==> src/rtl/fetch_prefetch_stage_if.sv <==
// Fetch-stage bus: IMem request/response, EX redirect and the decode handshake.
interface fetch_prefetch_stage_if #(
    parameter int unsigned XLEN = 32
);
    logic            imem_req;
    logic [XLEN-1:0] imem_addr;
    logic [31:0]     imem_rdata;
    logic            redirect_valid;
    logic [XLEN-1:0] redirect_pc;
    logic            dec_ready;
    logic            if_valid;
    logic [XLEN-1:0] if_pc;
    logic [31:0]     if_instr;

    modport master (
        output imem_req, imem_addr,
        input  imem_rdata,
        input  redirect_valid, redirect_pc,
        input  dec_ready,
        output if_valid, if_pc, if_instr
    );

    modport slave (
        input  imem_req, imem_addr,
        output imem_rdata,
        output redirect_valid, redirect_pc,
        output dec_ready,
        input  if_valid, if_pc, if_instr
    );
endinterface

==> src/rtl/fetch_prefetch_stage.sv <==
// Instruction-fetch front end: PC, 1-cycle IMem request, prefetch FIFO, redirect squash.
// Optional performance counters are built when FETCH_PERF_CNT_EN is defined.
module fetch_prefetch_stage #(
    parameter int unsigned     XLEN      = 32,
    parameter logic [XLEN-1:0] RESET_PC  = '0,
    parameter int unsigned     BUF_DEPTH = 2
) (
    input  logic clock,
    input  logic reset,
    fetch_prefetch_stage_if.master bus
`ifdef FETCH_PERF_CNT_EN
    ,
    output logic [31:0] perf_fetched,
    output logic [31:0] perf_stalls,
    output logic [31:0] perf_squashed
`endif
);

    localparam logic [31:0] NOP   = 32'h0000_0013;
    localparam int unsigned PTR_W = (BUF_DEPTH > 1) ? $clog2(BUF_DEPTH) : 1;
    localparam int unsigned CNT_W = PTR_W + 1;
    localparam int unsigned OCC_W = CNT_W + 1;

    logic [XLEN-1:0]  pc_mem    [BUF_DEPTH];
    logic [31:0]      instr_mem [BUF_DEPTH];
    logic [PTR_W-1:0] head_q;
    logic [PTR_W-1:0] tail_q;
    logic [CNT_W-1:0] count_q;
    logic             inflight_q;
    logic [XLEN-1:0]  inflight_pc_q;
    logic [XLEN-1:0]  fetch_pc_q;
    logic [XLEN-1:0]  last_pc_q;

    logic             head_valid_c;
    logic             pop_c;
    logic             wr_c;
    logic             issue_c;
    logic [OCC_W-1:0] occ_c;
    logic [XLEN-1:0]  target_c;
    logic [XLEN-1:0]  addr_c;
    logic             if_valid_c;
    logic [XLEN-1:0]  if_pc_c;
    logic [31:0]      if_instr_c;

    // Handshake, issue decision and head presentation
    always_comb begin
        head_valid_c = 1'b0;
        pop_c        = 1'b0;
        wr_c         = 1'b0;
        issue_c      = 1'b0;
        occ_c        = '0;
        target_c     = '0;
        addr_c       = fetch_pc_q;
        if_valid_c   = 1'b0;
        if_pc_c      = '0;
        if_instr_c   = NOP;

        head_valid_c = (count_q != '0);
        target_c     = bus.redirect_pc & ~XLEN'(3);
        pop_c        = !reset && head_valid_c && bus.dec_ready && !bus.redirect_valid;
        // The response of a squashed request is dropped on the redirect cycle.
        wr_c         = !reset && inflight_q && !bus.redirect_valid;
        occ_c        = OCC_W'(count_q) + OCC_W'(inflight_q) - OCC_W'(pop_c);
        issue_c      = !reset && (bus.redirect_valid || (occ_c < OCC_W'(BUF_DEPTH)));
        addr_c       = bus.redirect_valid ? target_c : fetch_pc_q;

        if (!reset) begin
            if_valid_c = head_valid_c;
            if_pc_c    = head_valid_c ? pc_mem[head_q] : last_pc_q;
            if_instr_c = head_valid_c ? instr_mem[head_q] : NOP;
        end
    end

    assign bus.imem_req  = issue_c;
    assign bus.imem_addr = addr_c;
    assign bus.if_valid  = if_valid_c;
    assign bus.if_pc     = if_pc_c;
    assign bus.if_instr  = if_instr_c;

    // Control state: pointers, occupancy, outstanding request, PC
    always_ff @(posedge clock) begin
        if (reset) begin
            head_q        <= '0;
            tail_q        <= '0;
            count_q       <= '0;
            inflight_q    <= 1'b0;
            inflight_pc_q <= RESET_PC;
            fetch_pc_q    <= RESET_PC;
            last_pc_q     <= '0;
        end else begin
            if (head_valid_c) begin
                last_pc_q <= pc_mem[head_q];
            end
            inflight_q <= issue_c;
            if (issue_c) begin
                inflight_pc_q <= addr_c;
            end
            if (bus.redirect_valid) begin
                head_q     <= '0;
                tail_q     <= '0;
                count_q    <= '0;
                fetch_pc_q <= target_c + XLEN'(4);
            end else begin
                if (issue_c) begin
                    fetch_pc_q <= fetch_pc_q + XLEN'(4);
                end
                if (wr_c) begin
                    tail_q <= tail_q + PTR_W'(1);
                end
                if (pop_c) begin
                    head_q <= head_q + PTR_W'(1);
                end
                count_q <= count_q + CNT_W'(wr_c) - CNT_W'(pop_c);
            end
        end
    end

    // Entry storage carries no reset; occupancy alone decides validity
    always_ff @(posedge clock) begin
        if (wr_c) begin
            pc_mem[tail_q]    <= inflight_pc_q;
            instr_mem[tail_q] <= bus.imem_rdata;
        end
    end

    // The issue rule guarantees a free slot for every accepted response
    resp_never_full: assert property (@(posedge clock) disable iff (reset)
        !(wr_c && (count_q == CNT_W'(BUF_DEPTH))));

`ifdef FETCH_PERF_CNT_EN
    logic [32:0] squash_sum_c;

    always_comb begin
        squash_sum_c = '0;
        squash_sum_c = {1'b0, perf_squashed} + 33'(count_q) + 33'(inflight_q);
    end

    // Saturating event counters
    always_ff @(posedge clock) begin
        if (reset) begin
            perf_fetched  <= '0;
            perf_stalls   <= '0;
            perf_squashed <= '0;
        end else begin
            if (pop_c && (perf_fetched != '1)) begin
                perf_fetched <= perf_fetched + 32'(1);
            end
            if (if_valid_c && !bus.dec_ready && (perf_stalls != '1)) begin
                perf_stalls <= perf_stalls + 32'(1);
            end
            if (bus.redirect_valid) begin
                perf_squashed <= squash_sum_c[32] ? '1 : squash_sum_c[31:0];
            end
        end
    end
`endif

endmodule

==> src/flat_wrapper.sv <==
// flat-port wrapper written by rule: the top's interface ports become plain ports
module fetch_prefetch_stage_flat 
#(
    parameter int unsigned     XLEN      = 32,
    parameter logic [XLEN-1:0] RESET_PC  = '0,
    parameter int unsigned     BUF_DEPTH = 2
)
  (clock, reset, bus_imem_req, bus_imem_addr, bus_imem_rdata, bus_redirect_valid, bus_redirect_pc, bus_dec_ready, bus_if_valid, bus_if_pc, bus_if_instr);
  fetch_prefetch_stage_if #(.XLEN(XLEN)) bus_i ();
  input  logic clock;
  input  logic reset;
  output wire logic [$bits(bus_i.imem_req)-1:0] bus_imem_req;
  output wire logic [$bits(bus_i.imem_addr)-1:0] bus_imem_addr;
  input wire logic [$bits(bus_i.imem_rdata)-1:0] bus_imem_rdata;
  input wire logic [$bits(bus_i.redirect_valid)-1:0] bus_redirect_valid;
  input wire logic [$bits(bus_i.redirect_pc)-1:0] bus_redirect_pc;
  input wire logic [$bits(bus_i.dec_ready)-1:0] bus_dec_ready;
  output wire logic [$bits(bus_i.if_valid)-1:0] bus_if_valid;
  output wire logic [$bits(bus_i.if_pc)-1:0] bus_if_pc;
  output wire logic [$bits(bus_i.if_instr)-1:0] bus_if_instr;
  assign bus_imem_req = bus_i.imem_req;
  assign bus_imem_addr = bus_i.imem_addr;
  assign bus_i.imem_rdata = bus_imem_rdata;
  assign bus_i.redirect_valid = bus_redirect_valid;
  assign bus_i.redirect_pc = bus_redirect_pc;
  assign bus_i.dec_ready = bus_dec_ready;
  assign bus_if_valid = bus_i.if_valid;
  assign bus_if_pc = bus_i.if_pc;
  assign bus_if_instr = bus_i.if_instr;
  fetch_prefetch_stage #(.XLEN(XLEN), .RESET_PC(RESET_PC), .BUF_DEPTH(BUF_DEPTH)) u_core (.clock(clock), .reset(reset), .bus(bus_i));
endmodule
==> config.mk <==
export PLATFORM = sky130hd
export DESIGN_NAME = fetch_prefetch_stage_flat
export DESIGN_NICKNAME = d
export VERILOG_FILES = /design/src/rtl/fetch_prefetch_stage_if.sv /design/src/rtl/fetch_prefetch_stage.sv /design/src/flat_wrapper.sv
export SDC_FILE = /design/constraint.sdc
export NUM_CORES = 1
export LEC_CHECK = 0
export ABC_AREA = 1
export CAP_MARGIN = 20
export CORE_MARGIN = 5
export CORE_UTILIZATION = 30
export CTS_CLUSTER_SIZE = 8
export DETAILED_ROUTE_END_ITERATION = 16
export HOLD_SLACK_MARGIN = 0.08
export PLACE_DENSITY = 0.49
export SYNTH_ARGS = -nofsm -noshare
export SYNTH_HDL_FRONTEND = slang
export SYNTH_SLANG_ARGS = --single-unit
==> constraint.sdc <==
create_clock -name clock -period 9.1 [get_ports clock]
set_clock_uncertainty 0.1 [all_clocks]
set_input_delay 1.82 -clock clock [delete_from_list [all_inputs] [get_ports clock]]
set_output_delay 1.82 -clock clock [all_outputs]
set_load 0.01 [all_outputs]
======== Yosys cells after proc, flatten, opt, wreduce, memory -nomap -nowiden ========
Memory sizes are Yosys's and may differ from the RTL's. A register that Yosys moved wholly into a read port is not among the register bits.
Index checks and enable logic that the tools add are counted.
storage, ports and cells
  bits in read-only memories .............. 0
  register bits after elaboration ......... 101
  RAM bits ................................ 128
  memories kept ........................... 2
  bits of input ports ..................... 68
  latch bits .............................. 0
  word-level logic and storage cells ...... 44
  output and inout port bits .............. 98
memories
  name              words  width  rd ports  clocked after Yosys merged registers in  write ports  line                        text
  u_core.instr_mem  2      32     1         1                                        1            fetch_prefetch_stage.sv:25  logic [31:0] instr_mem [BUF_DEPTH];
  u_core.pc_mem     2      32     1         1                                        1            fetch_prefetch_stage.sv:24  logic [XLEN-1:0] pc_mem [BUF_DEPTH];
cells by class
  multipliers ............................. 0
  shift-type cells ........................ 0
  bitwise gates (word level) .............. 0
  divide/modulo/power cells ............... 0
  muxes and demuxes ....................... 14
  magnitude comparators ................... 1
  equality and inequality tests ........... 0
  reduce and logical (&&, ||, !) cells .... 12
  add/sub/neg operators ................... 8
operators by type and width
  cell                     number
  $mux W32                 7
  $add A32 B3 Y32 const B  2
  $mux W1                  7
  $logic_and A1 B1 Y1      6
  $reduce_bool A2 Y1       2
  $add A2 B1 Y3            1
  $lt A3 B2 Y1 const B     1
  $sub A3 B1 Y3            1
  $add A1 B1 Y1 const B    2
  $add A2 B1 Y2            1
  $logic_not A1 Y1         2
  $reduce_or A2 Y1         1
  $sub A2 B1 Y2            1
  $logic_or A1 B1 Y1       1

======== Logic depth before layout (Yosys ltp) ========
  depth in word-level cells ............... 10
  depth in mapped cells ................... 18
  depth with buffers taken out ............ 15

======== Worst setup path after synthesis ========
No wires, ideal clock.
  path type ............................... input to output
  start ................................... input bus_redirect_valid
  end ..................................... output bus_imem_req
  arrival ................................. 4.059 ns
  setup slack ............................. 3.121 ns
  stages on the path ...................... 15
  buffers on the path ..................... 4
  data required time ...................... 7.180 ns
  cells stage by stage .................... buf_6 buf_12 buf_6 nor2_1 nand2_1 nor2_1 ha_1 nor2_1 fa_1 a21oi_1 o21ai_0 nand2_2 nand2_2 clkbuf_1 inv_1
on the way
  longest elaborated chain between the ends .. 6
ends and longest elaborated chain
  element              line                        text
  start, declared      flat_wrapper.sv:15          input wire logic [$bits(bus_i.redirect_valid)-1:0] bus_redirect_valid;
  $logic_not A1 Y1     fetch_prefetch_stage.sv:60  pop_c = !reset && head_valid_c && bus.dec_ready && !bus.redirect_valid;
  $logic_and A1 B1 Y1  fetch_prefetch_stage.sv:60
  net u_core.pop_c     fetch_prefetch_stage.sv:35  logic pop_c;
  $sub A3 B1 Y3        fetch_prefetch_stage.sv:63  occ_c = OCC_W'(count_q) + OCC_W'(inflight_q) - OCC_W'(pop_c);
  $lt A3 B2 Y1         fetch_prefetch_stage.sv:64  issue_c = !reset && (bus.redirect_valid || (occ_c < OCC_W'(BUF_DEPTH)));
  $logic_or A1 B1 Y1   fetch_prefetch_stage.sv:64
  $logic_and A1 B1 Y1  fetch_prefetch_stage.sv:64
  end, declared        flat_wrapper.sv:12          output wire logic [$bits(bus_i.imem_req)-1:0] bus_imem_req;
The timed path passes the listed nets, and every way through them passes these cells.

======== Worst setup path in the final report ========
  start ................................... input reset
  end ..................................... output bus_imem_req
on the way
  longest elaborated chain between the ends .. 8
ends and longest elaborated chain
  element                            line                        text
  start, declared                    flat_wrapper.sv:11          input logic reset;
  $logic_not A1 Y1                   fetch_prefetch_stage.sv:60
  $logic_and A1 B1 Y1 (3 in series)  fetch_prefetch_stage.sv:60
  net u_core.pop_c                   fetch_prefetch_stage.sv:35
  $sub A3 B1 Y3                      fetch_prefetch_stage.sv:63
  $lt A3 B2 Y1                       fetch_prefetch_stage.sv:64
  $logic_or A1 B1 Y1                 fetch_prefetch_stage.sv:64
  $logic_and A1 B1 Y1                fetch_prefetch_stage.sv:64
The timed path passes the listed nets, and every way through them passes these cells.

==> flow_metrics.env <==
export IMPL_finalNonFillerCells=1590
export IMPL_critPathBufInv=3
export IMPL_post_route_drc_count=0
export IMPL_synth_cell_type_count=39
export IMPL_worst_path_stages=13
export IMPL_avgSynthCellArea_um2=9.48
export IMPL_p_per_area_nw_per_um2=191
export IMPL_reg2reg_to="u_core.fetch_pc_q[15]"
export IMPL_synth_top_cell_by_area="edfxtp_1"
export IMPL_yosysWarnings=0
export IMPL_syn_inst=1007
export IMPL_h_tree_depth=1
export IMPL_crit_slowest_cell="clkdlybuf4s50_1"
export IMPL_tightest_slew_ps=915
export IMPL_grt_pass1_wl_um=38800
export IMPL_grt_max_degree=63
export IMPL_power_frac_comb_pct=9.0
export IMPL_crit_family="buffers and inverters"
export IMPL_netlist_top_cells_area="edfxtp_1, dfxtp_1, nand2_1"
export IMPL_totalPowerFinal_mw=2.37
export IMPL_die_h_um=188
export IMPL_synth_edf_count=124
export IMPL_vdd_drop_max_uv=135
export IMPL_gr_total_overflow=0
export IMPL_cellLeakagePower_nw=4.93
export IMPL_numPortBuffers=161
export IMPL_cts_buffer_depth=3
export IMPL_vias=7091
export IMPL_cp_common_cell="nor2_1"
export IMPL_r2r_cells=14
export IMPL_cellInternalPower_mw=1.83
export IMPL_drive_above_1_share_pct=9.18
export IMPL_mostFrequentLayoutCell="nand2_1"
export IMPL_clk_transition_reported_paths_ps=50
export IMPL_p_sw_share_pct=22.8
export IMPL_fin_tns_setup_ps=0
export IMPL_fmax_mhz=146
export IMPL_dp_cells=1534
export IMPL_areaGrowthSynthToFinish_pct=29.9
export IMPL_cts_resized=0
export IMPL_drv_cap=0
export IMPL_fin_crit_sh_pct=75.5
export IMPL_slew_headroom_pct=39.0
export IMPL_slew_violations=0
export IMPL_layout_common_cells="nand2_1, clkdlybuf4s50_1, edfxtp_1"
export IMPL_placed_area_um2=11500
export IMPL_dp_final_hpwl_um=16100
export IMPL_routed_via_density=4.46
export IMPL_path_cells="clkdlybuf4s50_1 > nor2_1 > nand2_1 > nor2_1 > ha_1 > nor2_1 > fa_1 > a21oi_1 > o21ai_0 > nand2_2 > nand2_2 > inv_1 > clkdlybuf4s50_1"
export IMPL_outcome="completed"
export IMPL_cts_sinks=222
export IMPL_reg2reg_from="u_core.count_q[1]"
export IMPL_cts_root_buf="clkbuf_16"
export IMPL_arrival_ps=4950
export IMPL_finalWirelength_um=24600
export IMPL_finalSetupViolations=0
export IMPL_routabilityCongestion=0.864
export IMPL_worstSetupEndpointType="primary output"
export IMPL_io_pins=166
export IMPL_ys_seq_area_share_pct=59.6
export IMPL_numCtsBuffers=31
export IMPL_worstSetupPathType="in -> out"
export IMPL_startpoint="reset"
export IMPL_holdWs_ps=323
export IMPL_drtAntennaViolNets=0
export IMPL_first_global_vias=6904
export IMPL_finalHoldViolCount=0
export IMPL_grt_antenna_before_repair=0
export IMPL_async_flop_share_pct=0
export IMPL_switching_power_mw=0.540
export IMPL_seqPwrFrac_pct=47.1
export IMPL_hp_class="reg -> reg"
export IMPL_crit_required_ps=7180
export IMPL_fp_dieW_um=188
export IMPL_fin_nets=1238
export IMPL_yosysTopAreaCellShare_pct=39.0
export IMPL_synthFlopType="edfxtp_1"
export IMPL_stdcell_area_um2=12400
export IMPL_num_fill_cells=3160
export IMPL_critPathMaxStageDelay_ps=540
export IMPL_ys_ff_latch=222
export IMPL_core_area_um2=31500
export IMPL_die_area_um2=35500
export IMPL_antenna_cells=0
export IMPL_r2r_setup_slack_ps=5270
export IMPL_wl_per_cell_um=15.5
export IMPL_rows=65
export IMPL_cts_setup_buffers=0
export IMPL_rsz0062_at_grt="false"
export IMPL_period_minus_slack_ps=6870
export IMPL_clkPwrFrac_pct=43.8
export IMPL_clock_latency_ps=530
export IMPL_cp_max_fo=19
export IMPL_cp_start_kind="input port"
export IMPL_drtIter0Drc=438
export IMPL_track_usage_pct=13.5
export IMPL_drtPass1Iterations=5
export IMPL_cts_hold_fix_buffers=0
export IMPL_synth_area_um2=9550
export IMPL_cts_tree="built"
export IMPL_start_util_pct=30.3
export IMPL_critPathCapture="bus_imem_req"
[cells in the mapped netlist (2+ instances only)]
| library cell | instances |
|---|---|
| mux2i_1 | 30 |
| nand3_1 | 56 |
| buf_6 | 5 |
| o21ai_2 | 9 |
| clkbuf_1 | 32 |
| edfxtp_1 | 124 |
| nand2_1 | 261 |
| buf_12 | 2 |
| o21ai_0 | 76 |
| nor2_2 | 9 |
| nand2_4 | 2 |
| o21ai_4 | 3 |
| xor2_1 | 8 |
| nor3_1 | 2 |
| inv_1 | 113 |
| o21ai_1 | 7 |
| buf_2 | 4 |
| xnor2_1 | 2 |
| ha_1 | 4 |
| o211ai_1 | 3 |
| a211oi_1 | 14 |
| dfxtp_1 | 98 |
| nor2_1 | 66 |
| buf_1 | 2 |
| inv_2 | 2 |
| o21a_1 | 2 |
| nor2_4 | 7 |
| buf_4 | 2 |
| nand2_2 | 26 |
| a21oi_1 | 27 |
[worst register-to-register path: stages, from the launching register on]
cell and delay, ps:
dfxtp_1 330, nor2_2 100, buf_4 350, nor2_1 140
ha_1 330, nor2_1 140, fa_1 430, a21oi_1 110
o21ai_0 110, nand2_2 90, nand2_2 290, nand2_2 630
inv_2 270, o21ai_0 240, inv_1 60
[per-layer routing]
layer	global-route usage (%)	wire length [µm]	vias up
met4	2.77	325	0
met5	0	0	-
met1	20.2	12200	3233
li1	-	-	3614
met2	20.1	10300	217
met3	3.04	1730	27
[worst min-delay path by stage]
| stage | startpoint | to | depth (start not counted) | slack, ps |
|---|---|---|---|---|
| after floorplan | u_core.inflight_pc_q[13] | u_core.pc_mem[0][13] | 0 | 320 |
| after global placement | u_core.last_pc_q[1] | u_core.last_pc_q[1] | 2 | 310 |
| after detailed placement | u_core.last_pc_q[0] | u_core.last_pc_q[0] | 2 | 320 |
| after CTS | u_core.last_pc_q[0] | u_core.last_pc_q[0] | 2 | 330 |
| after global routing | u_core.last_pc_q[0] | u_core.last_pc_q[0] | 2 | 350 |
| final | u_core.last_pc_q[0] | u_core.last_pc_q[0] | 2 | 320 |
[registers in the layout, indices dropped and copies added, names as in the netlist, named ones only]
register	cells
u_core.head_q	1
u_core.last_pc_q	32
u_core.count_q	2
u_core.inflight_q	1
u_core.pc_mem	60
u_core.instr_mem	64
u_core.tail_q	1
u_core.inflight_pc_q	30
u_core.fetch_pc_q	30
[cells by family after synthesis]
group / after synthesis / synth area share, %
XOR/XNOR: 10 / 0.918
other: 1 / 0.0393
multiplexers: 30 / 3.15
adder cells (fa/ha/maj): 5 / 0.734
AND/OR/NAND/NOR: 432 / 19.5
flip-flops: 222 / 59.6
AO/OA/AOI/OAI: 143 / 8.76
buffers and inverters: 164 / 7.39
[per-stage QoR]
stage | util [%] | setup WS [ps]
after floorplan | - | 3120
after detailed placement | 36.6 | 2150
after global routing | 39.4 | 1980
after global placement | 36.5 | 2150
final | 39.4 | 2230
after CTS | 39.4 | 2140
[power by group through the flow]
stage,clock [mW],sequential [mW],combinational [mW]
floorplan,0,1.13,0.119
global placement,0,1.14,0.214
detailed placement,0,1.14,0.215
CTS,1.08,1.12,0.217
global route,1.12,1.12,0.239
finish,1.04,1.12,0.214
[final cells by class]
type	instances	area, µm²	area share [%]
Sequential cell	222	5690	45.9
Clock inverter	1	8.76	0.0706
Clock buffer	55	876	7.06
Multi-Input combinational cell	622	3180	25.6
Inverter	117	447	3.60
Timing Repair Buffer	171	1700	13.7
Tap cell	402	503	4.06
Note: power is estimated with default switching activity, not from simulation.
